$ cat config.mk
export PLATFORM = sky130hd
export DESIGN_NAME = int_sequencer
export DESIGN_NICKNAME = d
export VERILOG_FILES = /design/src/rtl/int_sequencer.sv
export SDC_FILE = /design/constraint.sdc
export NUM_CORES = 1
export LEC_CHECK = 0
export CAP_MARGIN = 20
export CORE_ASPECT_RATIO = 0.75
export CORE_UTILIZATION = 43
export DETAILED_ROUTE_END_ITERATION = 6
export GPL_TIMING_DRIVEN = 0
export PLACE_DENSITY = 0.82
export SLEW_MARGIN = 20
export SYNTH_ARGS = -nofsm -noshare
export SYNTH_HDL_FRONTEND = slang
export SYNTH_SLANG_ARGS = --single-unit
$ cat constraint.sdc
create_clock -name clk -period 2.5 [get_ports clk]
set_clock_uncertainty 0.1 [all_clocks]
set_input_delay 0.375 -clock clk [delete_from_list [all_inputs] [get_ports clk]]
set_output_delay 0.375 -clock clk [all_outputs]
set_load 0.01 [all_outputs]
$ cat src/rtl/int_sequencer.sv
// Interrupt entry sequencer: arbitrates pending requests at an opcode-fetch boundary,
// then pushes PCH/PCL/P and reads the vector. NMI support is built in with INT_SEQ_NMI_EN.
module int_sequencer (
    input  logic        clk,
    input  logic        reset_n,
    input  logic        RDY,
    input  logic        sync,
    input  logic        I_flag,
    input  logic        TIQ,
    input  logic        IRQ1,
    input  logic        IRQ2,
    input  logic        NMI_n,
    output logic        take,
    output logic        busy,
    output logic        stk_we,
    output logic [1:0]  stk_sel,
    output logic        vec_re,
    output logic [15:0] vec_addr,
    output logic        set_I,
    output logic        done,
    output logic [1:0]  src
);

    localparam int unsigned ST_W   = 3;
    localparam int unsigned SRC_W  = 2;
    localparam int unsigned ADDR_W = 16;

    localparam logic [ST_W-1:0] S_IDLE     = 3'd0;
    localparam logic [ST_W-1:0] S_PUSH_PCH = 3'd1;
    localparam logic [ST_W-1:0] S_PUSH_PCL = 3'd2;
    localparam logic [ST_W-1:0] S_PUSH_P   = 3'd3;
    localparam logic [ST_W-1:0] S_VEC_LO   = 3'd4;
    localparam logic [ST_W-1:0] S_VEC_HI   = 3'd5;

    localparam logic [SRC_W-1:0] SRC_IRQ2 = 2'd0;
    localparam logic [SRC_W-1:0] SRC_IRQ1 = 2'd1;
    localparam logic [SRC_W-1:0] SRC_TIQ  = 2'd2;

    localparam logic [1:0] SEL_PCH = 2'd0;
    localparam logic [1:0] SEL_PCL = 2'd1;
    localparam logic [1:0] SEL_P   = 2'd2;

    localparam logic [ADDR_W-1:0] VEC_BASE = 16'hFFF6;

    logic [ST_W-1:0]   state_q, state_d;
    logic [SRC_W-1:0]  src_q, src_d, src_sel;
    logic              busy_q, busy_d;
    logic              stk_we_q, stk_we_d;
    logic [1:0]        stk_sel_q, stk_sel_d;
    logic              vec_re_q, vec_re_d;
    logic [ADDR_W-1:0] vec_addr_q, vec_addr_d;
    logic              want;

`ifdef INT_SEQ_NMI_EN
    localparam logic [SRC_W-1:0] SRC_NMI = 2'd3;

    logic nmi_n_q;
    logic nmi_pend_q, nmi_pend_d;
    logic nmi_edge;

    // Edge detector runs every cycle, independent of RDY
    always_ff @(posedge clk or negedge reset_n) begin
        if (!reset_n) begin
            nmi_n_q    <= 1'b1;
            nmi_pend_q <= 1'b0;
        end else begin
            nmi_n_q    <= NMI_n;
            nmi_pend_q <= nmi_pend_d;
        end
    end

    assign nmi_edge = nmi_n_q & ~NMI_n;

    // A fresh edge in the same cycle as the NMI take keeps the request pending
    always_comb begin
        nmi_pend_d = nmi_pend_q;
        if (take && (src_sel == SRC_NMI)) begin
            nmi_pend_d = 1'b0;
        end
        if (nmi_edge) begin
            nmi_pend_d = 1'b1;
        end
    end

    assign want = nmi_pend_q | (~I_flag & (TIQ | IRQ1 | IRQ2));
`else
    logic unused_nmi_n;

    assign unused_nmi_n = NMI_n;
    assign want         = ~I_flag & (TIQ | IRQ1 | IRQ2);
`endif

    // Fixed priority: NMI > TIQ > IRQ1 > IRQ2
    always_comb begin
        src_sel = SRC_IRQ2;
        if (TIQ) begin
            src_sel = SRC_TIQ;
        end else if (IRQ1) begin
            src_sel = SRC_IRQ1;
        end
`ifdef INT_SEQ_NMI_EN
        if (nmi_pend_q) begin
            src_sel = SRC_NMI;
        end
`endif
    end

    assign take  = reset_n & (state_q == S_IDLE) & sync & RDY & want;
    assign set_I = (state_q == S_VEC_LO) & RDY;
    assign done  = (state_q == S_VEC_HI) & RDY;

    // Next state, latched source, and registered decode of the next state
    always_comb begin
        state_d    = state_q;
        src_d      = src_q;
        busy_d     = 1'b0;
        stk_we_d   = 1'b0;
        stk_sel_d  = SEL_PCH;
        vec_re_d   = 1'b0;
        vec_addr_d = '0;

        if (RDY) begin
            case (state_q)
                S_IDLE: begin
                    if (take) begin
                        state_d = S_PUSH_PCH;
                        src_d   = src_sel;
                    end
                end
                S_PUSH_PCH: state_d = S_PUSH_PCL;
                S_PUSH_PCL: state_d = S_PUSH_P;
                S_PUSH_P:   state_d = S_VEC_LO;
                S_VEC_LO:   state_d = S_VEC_HI;
                S_VEC_HI:   state_d = S_IDLE;
                default:    state_d = S_IDLE;
            endcase
        end

        busy_d = (state_d != S_IDLE);

        case (state_d)
            S_PUSH_PCH: begin
                stk_we_d  = 1'b1;
                stk_sel_d = SEL_PCH;
            end
            S_PUSH_PCL: begin
                stk_we_d  = 1'b1;
                stk_sel_d = SEL_PCL;
            end
            S_PUSH_P: begin
                stk_we_d  = 1'b1;
                stk_sel_d = SEL_P;
            end
            S_VEC_LO: begin
                vec_re_d   = 1'b1;
                vec_addr_d = VEC_BASE + ADDR_W'({src_d, 1'b0});
            end
            S_VEC_HI: begin
                vec_re_d   = 1'b1;
                vec_addr_d = VEC_BASE + ADDR_W'({src_d, 1'b0}) + ADDR_W'(1);
            end
            default: begin
                vec_re_d = 1'b0;
            end
        endcase
    end

    always_ff @(posedge clk or negedge reset_n) begin
        if (!reset_n) begin
            state_q    <= S_IDLE;
            src_q      <= SRC_IRQ2;
            busy_q     <= 1'b0;
            stk_we_q   <= 1'b0;
            stk_sel_q  <= SEL_PCH;
            vec_re_q   <= 1'b0;
            vec_addr_q <= '0;
        end else begin
            state_q    <= state_d;
            src_q      <= src_d;
            busy_q     <= busy_d;
            stk_we_q   <= stk_we_d;
            stk_sel_q  <= stk_sel_d;
            vec_re_q   <= vec_re_d;
            vec_addr_q <= vec_addr_d;
        end
    end

    assign busy     = busy_q;
    assign stk_we   = stk_we_q;
    assign stk_sel  = stk_sel_q;
    assign vec_re   = vec_re_q;
    assign vec_addr = vec_addr_q;
    assign src      = src_q;

endmodule

==> flow_summary.yaml <==
setup_path:
  critPathRequiredTime_ps: 2030
  r2r_cells: 5
  cp_max_fo: 10
  worst-r2r-setup-slack_ps: 940
  slowest_delay_ps: 560
  worstPathCellList: "clkdlybuf4s50_1, clkbuf_4, nand2_1, nor3_1, clkdlybuf4s50_1"
  critPathMostFrequentCell: "clkdlybuf4s50_1"
  critPathKind: "in -> out"
  cp_data_arrival_time_ps: 1900
  startpoint_type: "input pin"
  crit_slowest_cell: "clkdlybuf4s50_1"
  crit_path_end_kind: "output pin"
synthesis:
  synthesis.nets: 88
  synth_area_um2: 779
  synth_edf_count: 0
  ys.flop_type: "dfrtp_1"
  synthArstFlopShare: 1.00
  yosysMostFrequentCell: "dfrtp_1"
  syn_inst: 78
  synth_area_leaders: "dfrtp_1 45%, buf_4 13%, nor2_1 2.4%"
  synth_common_cells: "14 x dfrtp_1, 13 x buf_4, 5 x nor2_1"
  ys_ff_latch: 14
  synthDistinctLibCells: 33
  synth_top_area_share: 0.449
  yosysWarningCount: 0
  seq_area_frac_synth: 0.449
  syn_avg_cell_area_um2: 9.99
  synth_largest_area_cell: "dfrtp_1"
drt:
  drt-total-wl_um: 1660
  post-route-drc-count: 0
  vias: 674
  viasPerCell: 4.96
  drtIter0Drc: 17
  drt_pass1_iterations: 4
  ant_nets: 0
  wl_per_cell_um: 12.2
cells_and_area:
  drive_above_1_share: 0.270
  antenna_cells: 0
  finalInstanceArea_um2: 1170
  fillCellCount: 130
  nNetsFinal: 127
  syn2layout_area_growth_pct: 50.4
timing:
  setup_viol: 0
  max_freq_ghz: 0.421
  tightest_slew_ps: 622
  rsz0062_at_grt: "false"
  timing.final.crit_share: 0.949
  slew_violations: 0
  period_minus_slack_ps: 2370
  slew_headroom: 0.584
  final_hold_viol_count: 0
placement:
  port_buffers: 33
  placed_area_um2: 1140
  gp_congestion: 0.820
  dpl.hpwl_um: 1250
floorplan:
  initial_core_util: 0.490
  chipWidth_um: 51.2
  io_pins: 35
  fp.dieH_um: 38.9
  core-area_um2: 1590
  std_cell_rows: 12
  die-area_um2: 1990
status:
  outcome: "finished, final reports clean"
hold_path:
  hold_path_depth: 1
  hold_class: "reg -> reg"
global_route:
  grt_pass1_wl_um: 2700
  grt_pass1_vias: 615
  grt_overflow: 0
  globalRouteTotalUtil: 0.195
  grt_max_degree: 15
  antenna_found_initial: 0
cts:
  numCtsBuffers: 3
  clk_path_buf_depth: 2
  clk_pin_slew_ps: 80
  clk_latency_ps: 280
  cts_tree: "yes"
  cts-htree-levels: 1
  cts_sinks: 14
  clockRootBuffer: "clkbuf_4"
flow_run:
  drv_cap: 0
power:
  total_power_mw: 1.26
  power.density_nw_per_um2: 1070
  peakVddDrop_v: 0.000580
  leakagePower_nw: 0.562
[critical path: cells and delay by family]
kind | cells | cell delay, ps
AND/OR/NAND/NOR | 2 | 240
buffers and inverters | 3 | 1280
[cells by family (layout without fill, tap and decap cells)]
kind of cell    after synthesis  count (layout)  synth area share
buf+inv                      20              57             0.164
compound gates               17              17             0.167
fa+ha+maj                     1               1            0.0160
xor+xnor                      1               1            0.0112
simple gates                 25              25             0.193
flops                        14              14             0.449
[cells in the final DEF, fill, tap and decap left out, types with 3 or more instances in the layout]
master / netlist / routed
buf_4: 13 / 13
nor2_1: 5 / 5
nor3_1: 3 / 3
inv_1: 4 / 4
clkbuf_4: 0 / 4
a21oi_1: 3 / 3
nor2b_1: 3 / 3
nand2_1: 3 / 3
clkdlybuf4s50_1: 0 / 30
dfrtp_1: 14 / 14
[layer usage]
layer  GRT usage  wire [um]
met5           0          0
met4      0.0486          0
met3      0.0784        155
met2       0.365        799
met1       0.207        700
[sequential cells by signal, indices dropped and copies added (netlist names)]
register  flops
state_q       3
src           2
busy          1
vec_re        1
vec_addr      4
stk_we        1
stk_sel       2
[worst paths after layout]
path                       startpoint          end
min in group asynchronous     reset_n   state_q[2]
min                            src[1]       src[1]
max                               RDY        set_I
max in group asynchronous     reset_n         busy
max reg2reg                state_q[2]  vec_addr[2]
min reg2reg                    src[1]       src[1]
[report_power, final]
| group | total, mW | switching (mW) | internal, mW |
|---|---|---|---|
| clock | 0.123 | 0.0673 | 0.0558 |
| combinational | 0.757 | 0.313 | 0.444 |
| sequential | 0.376 | 0.0629 | 0.313 |
[area by class of cell]
| class | count | area, um^2 | share of cell area |
|---|---|---|---|
| sequential | 14 | 350 | 0.299 |
| inverter | 4 | 15.0 | 0.0128 |
| timing repair buffer | 34 | 340 | 0.290 |
| buffer | 16 | 115 | 0.0982 |
| tap | 21 | 26.3 | 0.0224 |
| clock buffer | 3 | 22.5 | 0.0192 |
| multi-input combinational | 44 | 303 | 0.258 |
[through the flow]
stage	setup WS, ps	hold slack, ps	util	TNS (ps)	cells
6_report	127	444	0.737	0	136
5_1_grt	44.9	472	0.737	0	136
4_1_cts	36.1	443	0.731	0	136
3_5_place_dp	-521	415	0.714	-578	132
3_3_place_gp	-528	425	0.714	-575	132
2_1_floorplan	1000	-20.6	-	0	78
[repair_timing]
| item | CTS | global route |
|---|---|---|
| endpoints found under the setup margin | 1 | 2 |
| resized for setup | 5 | 4 |
| buffers inserted | 0 | 0 |
| hold buffers | 1 | 0 |
| hold endpoints to repair | 14 | 0 |
Note: power is estimated with default switching activity, not from simulation.
